--- config.mk ---
export PLATFORM = sky130hd
export DESIGN_NAME = mem_port_arbiter
export DESIGN_NICKNAME = d
export VERILOG_FILES = /design/src/rtl/mem_port_arbiter.sv
export SDC_FILE = /design/constraint.sdc
export NUM_CORES = 1
export LEC_CHECK = 0
export BUFFER_PORTS_ARGS = -buffer_cell sky130_fd_sc_hd__buf_4
export CAP_MARGIN = 15
export CORE_AREA = 2 2 263 265
export DETAILED_ROUTE_END_ITERATION = 10
export DIE_AREA = 0 0 265 267
export GPL_TIMING_DRIVEN = 1
export PLACE_DENSITY = 0.61
export SYNTH_ARGS = -nofsm -noshare
export SYNTH_HDL_FRONTEND = slang
export SYNTH_SLANG_ARGS = --single-unit
--- constraint.sdc ---
create_clock -name clk -period 1.7 [get_ports clk]
set_input_delay 0.085 -clock clk [delete_from_list [all_inputs] [get_ports clk]]
set_output_delay 0.085 -clock clk [all_outputs]
set_load 0.01 [all_outputs]
--- src/rtl/mem_port_arbiter.sv ---
// mem_port_arbiter: arbitrates two cache ports (0 = I-cache, 1 = D-cache) onto one
// shared main memory and sequences one block transaction at a time.
//
// Ports:
//   clk, rst_n                    clock (rising edge), asynchronous active-low reset
//   req0/1, isRead0/1             request (held until ack) and direction (1 = read)
//   addr0/1, wdata0/1             request byte address and write block
//   ack0/1, err0/1                one-cycle completion pulse, timeout flag with ack
//   readData                      read block, valid in the ack cycle, held until next ack
//   memReq, isMemRead             memory transaction active and its direction
//   memAddr, memWriteData         block-aligned address and write block, stable while memReq
//   memReady, memReadData         one-cycle memory completion and read block
//
// Configuration: define MEM_ARB_FIXED_PRIO_EN for strict priority (port 0 always wins
// contention); otherwise round-robin alternates under contention.
module mem_port_arbiter #(
    parameter int ADDR_W  = 10,
    parameter int BLOCK_W = 128,
    parameter int TIMEOUT = 15
) (
    input  logic               clk,
    input  logic               rst_n,
    input  logic               req0,
    input  logic               req1,
    input  logic               isRead0,
    input  logic               isRead1,
    input  logic [ADDR_W-1:0]  addr0,
    input  logic [ADDR_W-1:0]  addr1,
    input  logic [BLOCK_W-1:0] wdata0,
    input  logic [BLOCK_W-1:0] wdata1,
    output logic               ack0,
    output logic               ack1,
    output logic               err0,
    output logic               err1,
    output logic [BLOCK_W-1:0] readData,
    output logic               memReq,
    output logic               isMemRead,
    output logic [ADDR_W-1:0]  memAddr,
    output logic [BLOCK_W-1:0] memWriteData,
    input  logic               memReady,
    input  logic [BLOCK_W-1:0] memReadData
);
    localparam logic [1:0] IDLE = 2'd0, ISSUE = 2'd1, WAIT = 2'd2, RESP = 2'd3;
    localparam logic [ADDR_W-1:0] ADDR_MASK = {{(ADDR_W-4){1'b1}}, 4'b0};

    logic [1:0]         state;
    logic [7:0]         timer;
    logic               win;
    logic               last_grant;
    logic               aborted;
    logic               pick;
    logic [BLOCK_W-1:0] cap_data;

`ifdef MEM_ARB_FIXED_PRIO_EN
    assign pick = !req0;
`else
    // under contention the port that did not win last time goes next
    assign pick = (req0 && req1) ? !last_grant : req1;
`endif

    // the request fields are latched straight into the memory-side registers at
    // grant time, so later changes on the request inputs cannot leak through
    always_ff @(posedge clk or negedge rst_n) begin
        if (!rst_n) begin
            state        <= IDLE;
            timer        <= 8'd0;
            win          <= 1'b0;
            last_grant   <= 1'b1;
            aborted      <= 1'b0;
            cap_data     <= '0;
            ack0         <= 1'b0;
            ack1         <= 1'b0;
            err0         <= 1'b0;
            err1         <= 1'b0;
            readData     <= '0;
            memReq       <= 1'b0;
            isMemRead    <= 1'b1;
            memAddr      <= '0;
            memWriteData <= '0;
        end else begin
            ack0 <= 1'b0;
            ack1 <= 1'b0;
            err0 <= 1'b0;
            err1 <= 1'b0;
            case (state)
                IDLE: if (req0 || req1) begin
                    win          <= pick;
                    isMemRead    <= pick ? isRead1 : isRead0;
                    memAddr      <= (pick ? addr1 : addr0) & ADDR_MASK;
                    memWriteData <= pick ? wdata1 : wdata0;
                    state        <= ISSUE;
                end
                ISSUE: begin
                    memReq  <= 1'b1;
                    timer   <= 8'd0;
                    aborted <= 1'b0;
                    state   <= WAIT;
                end
                WAIT: if (memReady) begin
                    if (isMemRead) cap_data <= memReadData;
                    state <= RESP;
                end else if (timer == 8'(TIMEOUT - 1)) begin
                    aborted <= 1'b1;
                    state   <= RESP;
                end else begin
                    timer <= timer + 8'd1;
                end
                default: begin
                    memReq     <= 1'b0;
                    ack0       <= !win;
                    ack1       <= win;
                    err0       <= !win && aborted;
                    err1       <= win && aborted;
                    if (isMemRead) readData <= aborted ? '0 : cap_data;
                    last_grant <= win;
                    state      <= IDLE;
                end
            endcase
        end
    end
endmodule

* After elaboration in Yosys (flattened, before gate mapping)
Index checks and enable logic that the tools add are counted.
Cells by class: add/sub/neg operators 1, eq/ne operators 8, muxes and demuxes 20, bitwise operators 1, reduce and logical (&&, ||, !) cells 16
Operator list (count):
- two-way mux 128 bit | 2
- two-way mux 8 bit | 2
- one-hot mux 8 bit (2 select lines) | 1
- two-way mux 10 bit | 1
- AND reduction 3 bit | 3
- adder 8 x 1 -> 8 bit (second input constant) | 1
- == test 8 x 4 -> 1 bit (second input constant) | 1
- two-way mux 1 bit | 8
- inequality test 2 bit (second input constant) | 4
- two-way mux 2 bit | 3
- one-hot mux 2 bit (3 select lines) | 1
- AND reduction 2 bit | 3
- one-hot mux 1 bit (2 select lines) | 2
- logical AND 1 bit | 3
- inequality test 3 bit (second input constant) | 1
- OR reduction 3 bit | 1
- == test 2 x 1 -> 1 bit (second input constant) | 1
- == test 2 bit (second input constant) | 1
- zero test 1 bit | 2
- zero test 2 bit | 1
- nonzero test 2 bit | 1
- OR reduction 2 bit | 1
- logical OR 1 bit | 1
- NOT 1 bit | 1
Storage, ports and cells: bits in registers 409, input port bits 411, output and inout bits 272, word-level logic and storage cells 61

* Depth between registers and ports, before layout
Gate-level depths: netlist (run 1).
word-level depth 4, depth in mapped cells 9, depth with buffers taken out 6

* Worst setup path after synthesis (run 1)
Ideal clock, no wire load.
path kind reg-to-reg, start point reg state[0], end point reg cap_data[107], setup time 125 ps, arrival 1481 ps, data required time 1575 ps, setup slack 95 ps, stages on the path, launching flop included 7, buffers on the path 2, clock period less this slack 1605 ps, path through dfrtp_1 inv_1 ha_1 nand3_1 buf_2 buf_2 mux2_2
Between the ends: word-level cells in the longest chain between the ends 2
RTL lines:
- start, declared | line 46 | logic [1:0] state;
- start signal, assigned | line 65 | state <= IDLE;
- start signal, assigned | line 91 | state <= ISSUE;
- start signal, assigned | line 97 | state <= WAIT;
- == test 2 bit | line 85 | case (state)
- AND reduction 3 bit (no line)
- end signal, assigned | line 100 | if (isMemRead) cap_data <= memReadData;
- end, declared | line 52 | logic [BLOCK_W-1:0] cap_data;
Every way passes these cells. A chain may end at the register's enable or synchronous reset.

* Worst setup path after layout (run 1)
start point reg last_grant, end point reg memWriteData[50]
Between the ends: word-level cells in the longest chain between the ends 3
RTL lines:
- start, declared | line 49 | logic last_grant;
- start signal, assigned | line 115 | last_grant <= win;
- zero test 1 bit | line 58 | assign pick = (req0 && req1) ? !last_grant : req1;
- two-way mux 1 bit | line 58
- two-way mux 128 bit | line 90 | memWriteData <= pick ? wdata1 : wdata0;
- end signal, assigned | line 90
- end, declared | line 39 | output logic [BLOCK_W-1:0] memWriteData,
Every way passes these cells.

==> reports/results.ini, run 1 <==
[synthesis]
async_flop_share_pct=100
synth_area_leader_cell=dfrtp_1
yosys.cell_types.count=43
yosysSeqAreaShare_pct=59.0
synthTopCellsByArea=dfrtp_1 59%, mux2_2 8.4%, mux2i_1 7.9%
yosysWarnings=0
synth_cells=1507
synth-edff-count=0
synthesis.area_um2=17300
avgSynthCellArea_um2=11.5
ys_ff_latch=409
ys.flop_type=dfrtp_1
yosysTopAreaCellShare_pct=58.7

[layout]
fin_nets=3021
finish.utilization_pct=43.5
layout_commonest_cell=buf_4
drive_gt1_share_pct=36.7
layout_common_cells=719 x buf_4, 406 x dfrtp_1, 403 x dlygate4sd3_1, 268 x nand2_1, 175 x o21ai_0
syn2layout_area_growth_pct=70.6

[routing]
vias=15600
drt_first_pass_iters=6
drt_iter0_markers=809
routed_via_density=4.42
ant_nets=0
drc_errors=0
wl_per_cell_um=19.4
wl_mm=68.7

[pwr]
pwr_density_cell_nw_per_um2=1530
leakage_nw=14.3
peakVddDrop_mv=0.939
p_total_mw=45.1

[sta]
finalSetupViolations=0
report.final.hold_viol_count=0
finalCriticalPeriod_ns=1.65
fin_tns_setup_ns=0
max_freq_mhz=606
finalClockSkew_ns=0.0329
final.setup.worst_slack_ns=0.0503
rsz0062_at_grt=false
report.final.slew_viol_count=0
fin_crit_sh_pct=97.0

[cts]
clockBufferDepth=3
htreeDepth=2
cts_tree=built
clkSlewWorstSetupHoldPaths_ns=0.06
cts_root_buffer=clkbuf_16
clk_latency_ns=0.61
clock-sinks=409
cts-buffers-inserted=47

[setup_path]
worstReg2RegStart=last_grant
worstPathRequired_ns=2.15
crit_chain=a21boi_4 > buf_12 > buf_4 > mux2i_1 > o21ai_0
start_kind=flip-flop
crit_path_end_kind=flip-flop
startpoint=last_grant
path_max_fanout=27
cp_slowest_stage_delay_ns=0.38
worst_path_max_delay_cell=dfstp_2
worstPathArrival_ns=2.10
path_class=flip-flop to flip-flop

[placed_design]
io_buffers=670
hpwl_mm=49.4
routabilityCongestion=0.850
dp_worst_setup_slack_ns=0.0842

[run]
cap_violations=0

[floorplanning]
rows=96
io_pins=683
floorplan.initialDensity_pct=25.5
die-area_um2=70800
dieWidth_um=265
die_y_um=267
core_area_um2=68000

[grt]
grt_util_all_layers_pct=18.6
antenna_found_initial=31
grt_pass1_vias=16900
grt_pass1_wl_mm=101
overflow=0
grt_max_degree=66

[min_path]
min_path_type=input pin to asynchronous set/reset pin

[outcome]
status=completed

==> area by class of cell <==
class | instances | area (µm²)
clock buffer | 64 | 1350
sequential | 409 | 10200
multi-input combinational | 988 | 6460
inverter | 6 | 22.5
clock inverter | 21 | 284
timing repair buffer | 1152 | 10100
antenna | 18 | 45.0
fill | 6234 | 38400
tap | 882 | 1100
==> Yosys cell counts, types with 2 or more instances <==
master,count
ha_1,6
inv_1,6
buf_4,21
a22o_1,3
a21oi_1,6
nor3b_1,2
o31ai_1,2
and2_1,2
clkbuf_1,43
nand2b_1,128
buf_2,22
nand3_1,3
buf_6,14
nand2_1,269
o21ai_0,175
xnor2_1,2
mux2i_1,137
and4b_1,2
nor2_1,7
dfstp_2,2
and3_1,3
o21ai_1,91
mux2_2,129
a32o_1,2
a21o_1,2
buf_8,5
dfrtp_1,407
==> routing by layer <==
metal / vias up / track usage (%) / share of wire, %
met1: 7546 / 20.9 / 38
li1: 7295 / - / -
met5: - / 0 / 0.083
met4: 8 / 7.74 / 3.9
met3: 170 / 5.79 / 7.7
met2: 615 / 32.6 / 50
==> cell families (layout without fill, tap and decap cells) <==
family / after synthesis / after routing / share of synthesized area [%]
DFF: 409 / 409 / 59.0
and+or+nand+nor: 421 / 421 / 11.3
AOI/OAI and AO/OA: 286 / 286 / 8.59
buffers and inverters: 113 / 1243 / 4.00
xor gates and xnor gates: 3 / 3 / 0.152
adders and majority gates: 6 / 6 / 0.433
muxes: 268 / 268 / 16.4
other: 1 / 22 / 0.0216
==> path summary, 6_finish.rpt <==
kind	to	slack [ns]	cells past startpoint
min	cap_data[57]	0.14	3
max in group asynchronous	memWriteData[2]	1.02	4
max	memWriteData[50]	0.05	5
max reg2reg	memWriteData[50]	0.05	5
min reg2reg	memWriteData[60]	0.48	2
min in group clk	cap_data[96]	0.28	3
==> what timing repair did <==
item | in CTS | in global routing
endpoints found under the hold margin | 513 | 0
setup buffers | 0 | 1
gates resized for setup | 0 | 6
hold buffers | 404 | 0
endpoints found under the setup margin | 0 | 63
==> where the power goes <==
| group | switching (mW) | leakage [nW] | total (mW) | internal [mW] |
|---|---|---|---|---|
| clock network | 4.33 | 0.808 | 10.7 | 6.37 |
| registers | 2.71 | 5.07 | 17.0 | 14.3 |
| logic | 8.39 | 8.44 | 17.4 | 9.03 |
==> worst max-delay path, delay by kind of cell (launching register included) <==
family / cells / cell delay [ns]
buffers and inverters: 2 / 0.49
flip-flops: 1 / 0.38
multiplexers: 1 / 0.27
AO/OA/AOI/OAI: 2 / 0.32
==> metrics by stage <==
stage / instance area, µm² / cells / hold slack (ns)
6_report: 29600 / 3540 / 0.139
5_1_grt: 29600 / 3538 / 0.136
4_1_cts: 29400 / 3517 / 0.0851
3_5_place_dp: 23700 / 3028 / 0.00571
3_3_place_gp: 23700 / 3028 / 0.00269
2_1_floorplan: 17300 / 1510 / -0.211
==> flip-flops by register name (all words and copies together), names as in the netlist <==
name	flops
last_grant	1
err1	1
memWriteData	128
readData	128
ack0	1
state	2
memReq	1
timer	8
isMemRead	1
aborted	1
win	1
ack1	1
cap_data	128
memAddr	6
err0	1
No activity file was read; power rests on OpenSTA's default activity.
==> run 2: changes to the inputs <==
- CORE_AREA: 2 2 263 265 -> 2 2 264 266
- DIE_AREA: 0 0 265 267 -> 0 0 266 268
- PLACE_DENSITY: 0.61 -> 0.59
- clock period: 1.7 -> 1.8 ns (I/O delays scaled with it)
==> run 2 against run 1 <==
Net effect: clock power shrank 7%; worst setup slack gained 0.055 ns; routed wire length grew 1.8%; core utilization shrank 0.36 points; via count shrank 0.63%; sequential share of layout area grew 0.16 points; cell count grew 0.28%; power shrank 6.6%; sequential cell count is the same; clock skew shrank 0.020 ns; critical path depth is the same; die area grew 0.75%; critical path type unchanged; critical endpoint is now memWriteData[52]; largest cell class unchanged; largest power group unchanged.
==> reports/results.ini, run 2 (same netlist as run 1, synthesis figures left out) <==
[outcome]
status=completed

[grt]
grt_max_degree=63
grt_pass1_vias=16400
antenna_found_initial=40
grt_pass1_wl_mm=101
overflow=0
grt_util_all_layers_pct=18.9

[setup_path]
crit_chain=inv_1 > ha_1 > o21ai_4 > buf_12 > o21ai_0
path_max_fanout=54
crit_path_end_kind=flip-flop
cp_num_buf_inv=2
path_class=flip-flop to flip-flop
reg2reg_depth=5
cp_slowest_stage_delay_ns=0.41
worstPathRequired_ns=2.27
start_kind=flip-flop
cp.depth=5
startpoint=state[1]
cp_top_family=compound AO/OA/AOI/OAI gates
worstReg2RegStart=state[1]
worst_path_max_delay_cell=dfrtp_1
worstPathArrival_ns=2.16

[floorplanning]
io_pins=683
die-area_um2=71300
core_area_um2=68200
die_y_um=268
dieWidth_um=266
floorplan.initialDensity_pct=25.4
rows=96

[placed_design]
routabilityCongestion=0.900
io_buffers=670
hpwl_mm=52.2
dp_worst_setup_slack_ns=0.0583

[routing]
drt_iter0_markers=668
drc_errors=0
drt_first_pass_iters=5
wl_mm=69.9
vias=15500
ant_nets=0
routed_via_density=4.38
wl_per_cell_um=19.7

[sta]
finalCriticalPeriod_ns=1.69
fin_tns_setup_ns=0
rsz0062_at_grt=false
max_freq_mhz=590
finalClockSkew_ns=0.0132
report.final.slew_viol_count=0
finalSetupViolations=0
fin_crit_sh_pct=94.1
slew_headroom_pct=51.1
worst_pin_slew_ns=0.731
report.final.hold_viol_count=0
final.setup.worst_slack_ns=0.105

[min_path]
worstHoldStart=req1
min_path_type=input pin to flip-flop
hold_depth=4

[cts]
cts-buffers-inserted=47
htreeDepth=2
clock-sinks=409
clk_latency_ns=0.57
cts_tree=built
clkSlewWorstSetupHoldPaths_ns=0.06
clockBufferDepth=3
cts_setup_buffers=0
cts_root_buffer=clkbuf_16

[layout]
reg.largest.list=cap_data x128, memWriteData x128, readData x128
drive_gt1_share_pct=36.5
fill_cells=6377
multi_input_area_um2=6470
syn2layout_area_growth_pct=69.8
layout_common_cells=723 x buf_4, 406 x dfrtp_1, 402 x dlygate4sd3_1, 268 x nand2_1, 174 x o21ai_0
finish.utilization_pct=43.1
layout_commonest_cell=buf_4
regArea_um2=10200
fin_nets=3018

[pwr]
pwr_density_cell_nw_per_um2=1430
leakage_nw=14.2
peakVddDrop_mv=0.833

[run]
cap_violations=0

run 2: worst register-to-register path, cell delays in order, from the launching register on:
cell     delay, ns
dfrtp_1       0.41
inv_1         0.10
ha_1          0.28
o21ai_4       0.25
buf_12        0.29
o21ai_0       0.28
run 2: repair_timing:
item / CTS / global route
resized for setup: 0 / 2
endpoints found under the setup margin: 0 / 17
hold endpoints to repair: 545 / 0
hold buffers: 402 / 0
run 2: per-layer routing:
| metal | track usage (%) | vias to the layer above | wire length, µm | part of all wire [%] |
|---|---|---|---|---|
| met1 | 21.2 | 7446 | 26800 | 38 |
| li1 | - | 7305 | - | - |
| met5 | 0 | - | 58 | 0.083 |
| met4 | 11.0 | 10 | 3810 | 5.4 |
| met2 | 32.1 | 592 | 34500 | 49 |
| met3 | 5.41 | 183 | 4820 | 6.9 |
run 2: layout make-up:
class | count | share of cell area [%]
Multi-Input combinational cell | 989 | 22.0
Tap cell | 882 | 3.75
Antenna cell | 31 | 0.264
Clock inverter | 16 | 0.795
Sequential cell | 409 | 34.8
Clock buffer | 69 | 4.72
Timing Repair Buffer | 1148 | 33.6
Inverter | 6 | 0.0765
run 2: final timing paths:
path / end / slack, ns
min in group asynchronous: cap_data[3] / 0.12
setup reg to reg: memWriteData[52] / 0.11
hold / removal: isMemRead / 0.09
hold reg to reg: readData[27] / 0.48
max in group asynchronous: readData[90] / 0.91
setup / recovery: memWriteData[52] / 0.11
run 2: report_power, final:
group          internal, mW  switching [mW]  total, mW
clock network          6.06            3.97       10.0
registers              13.5            2.47       15.9
logic                  8.31            7.82       16.1
run 2: through the flow:
step	cell area, µm²	power, mW	cells	hold slack (ns)
after global routing	29400	44.8	3542	0.112
after detailed placement	23700	31.4	3031	0.130
after global placement	23700	30.8	3031	0.127
final	29400	42.1	3550	0.0852
after floorplan	17300	23.4	1510	-0.206
after CTS	29300	42.4	3518	0.0501
==> run 3: changes to the inputs <==
--- a/config.mk
+++ b/config.mk
@@ -13,4 +13,5 @@
 export GPL_TIMING_DRIVEN = 1
 export PLACE_DENSITY = 0.59
+export RECOVER_POWER = 100
 export SYNTH_ARGS = -nofsm -noshare
 export SYNTH_HDL_FRONTEND = slang
==> constraint.sdc (replaced) <==
create_clock -name clk -period 1.8 [get_ports clk]
set_input_delay 0.27 -clock clk [delete_from_list [all_inputs] [get_ports clk]]
set_output_delay 0.27 -clock clk [all_outputs]
set_load 0.01 [all_outputs]
==> run 3 against run 2 <==
Net effect: non-clock buffer count shrank 63; worst hold slack lost 0.058 ns; sequential cell count is the same; count of clock-buffer cells in the layout grew 6; power shrank 7.3%; register-to-register slack lost 0.03 ns; combinational power shrank 17%.
==> reports/results.ini, run 3 (same netlist as run 1, synthesis figures left out) <==
[pwr]
p_int_mw=25.0
p_seq_share_pct=40.7
p_total_mw=39.0
combPwrFrac_pct=34.4
power_switching_share_pct=35.9
peakVddDrop_mv=0.875
power.switching_mw=14.0
leakage_nw=12.8
pwr-share-clk_pct=25.0
pwr_density_cell_nw_per_um2=1410

[sta]
finalClockSkew_ns=0.0219
rsz0062_at_grt=false
slew_headroom_pct=20.5
whs_ns=0.0274
final.setup.worst_slack_ns=0.0781
report.final.hold_viol_count=0
report.final.slew_viol_count=0
fin_crit_sh_pct=95.7
finalCriticalPeriod_ns=1.72
max_freq_mhz=581
finalSetupViolations=0
worst_pin_slew_ns=1.19
fin_tns_setup_ns=0

[cts]
cts_tree=built
cts_setup_buffers=0
cts_root_buffer=clkbuf_16
cts-buffers-inserted=48
clockBufferDepth=3
clkSlewWorstSetupHoldPaths_ns=0.07
clock-sinks=409
htreeDepth=2
clk_latency_ns=0.58

[setup_path]
worstPathArrival_ns=2.17
worstReg2RegStart=last_grant
reg2reg_to=memWriteData[77]
worstPathRequired_ns=2.25
reg2reg_depth=5
start_kind=flip-flop
rrSetupSlack_ns=0.08
path_max_fanout=29
crit_path_end_kind=flip-flop
path_class=flip-flop to flip-flop

[routing]
ant_nets=0
wl_per_cell_um=19.8
vias=15300
drt_first_pass_iters=5
drc_errors=0
drt_iter0_markers=743
wl_mm=68.8
routed_via_density=4.40

[grt]
overflow=0
grt_util_all_layers_pct=18.8
grt_max_degree=79
grt_pass1_wl_mm=101
antenna_found_initial=34
grt_pass1_vias=16100

[layout]
layout_common_cells=417 x buf_4, 406 x dfrtp_1, 353 x dlygate4sd3_1, 283 x clkbuf_1, 268 x nand2_1
reg.largest.list=cap_data x128, memWriteData x128, readData x128
drive_gt1_share_pct=26.1
layout_commonest_cell=buf_4
fin_nets=2955
finish.utilization_pct=40.5
syn2layout_area_growth_pct=59.3

[floorplanning]
io_pins=683
core_area_um2=68200
dieWidth_um=266
rows=96
die-area_um2=71300
floorplan.initialDensity_pct=25.4
die_y_um=268

[min_path]
hold_depth=3
worstHoldStart=addr1[6]
min_path_type=input pin to flip-flop
holdPathEnd=memAddr[6]

[run]
cap_violations=0

[placed_design]
dp_worst_setup_slack_ns=0.0953
routabilityCongestion=0.881
io_buffers=670
hpwl_mm=52.2

[outcome]
status=completed

run 3: cell types whose count changed in the layout (fill, tap and decap cells not counted), sizes merged:
cell         delta
buf           -307
clkbuf        +299
dlygate4sd3    -49
diode          -17
bufinv          -4
clkinv          -2
clkinvlp        +1
o21ai           -1
run 3: worst max path at each step:
stage / from / end / slack, ns / cells after the start
floorplan: state[0] / cap_data[107] / 0.19 / 6
global placement: state[1] / memWriteData[7] / 0.14 / 5
finish: last_grant / memWriteData[77] / 0.08 / 5
CTS: state[1] / memAddr[8] / 0.07 / 5
detailed placement: state[1] / memWriteData[11] / 0.1 / 5
global route: rst_n / readData[38] / 0.009 / 4
run 3: worst max-delay path: stages (launching register included):
cell and delay (ns):
dfstp_1 0.40, a21boi_4 0.20, buf_12 0.26, buf_6 0.32
mux2i_1 0.26, o21ai_0 0.10
run 3: what timing repair did:
action / in CTS / in global routing
endpoints found under the setup margin: 0 / 19
hold endpoints to repair: 375 / 0
resized for setup: 0 / 1
hold buffers: 353 / 0
run 3: per-layer routing:
layer	GRT usage [%]	up-vias	share of wire, %
li1	-	7158	-
met1	22.0	7375	39
met2	33.9	581	51
met3	4.49	154	6.7
met4	5.80	2	3.7
met5	0	-	0.017
run 3: cell type report:
cell class,instances,area [µm²]
clock inverters,11,129
repair buffers,1085,8170
flip-flops and latches,409,10200
multi-input cells,988,6450
well taps,882,1100
clock buffers,75,1460
fillers,6740,40600
diodes,14,35.0
inverters,6,22.5
run 3: power by group through the flow:
stage	registers (mW)	logic (mW)	clock network, mW
4_1_cts	15.9	15.9	10.0
3_3_place_gp	15.8	14.8	0
3_5_place_dp	16.0	15.2	0
5_1_grt	16.4	14.9	10.4
6_report	15.9	13.4	9.76
2_1_floorplan	16.7	6.67	0
run 3: through the flow:
step           cell area [µm²]  cells
4_1_cts                  28800   3456
3_3_place_gp             23600   3017
5_1_grt                  27600   3466
3_5_place_dp             23600   3017
2_1_floorplan            17300   1510
6_report                 27600   3470
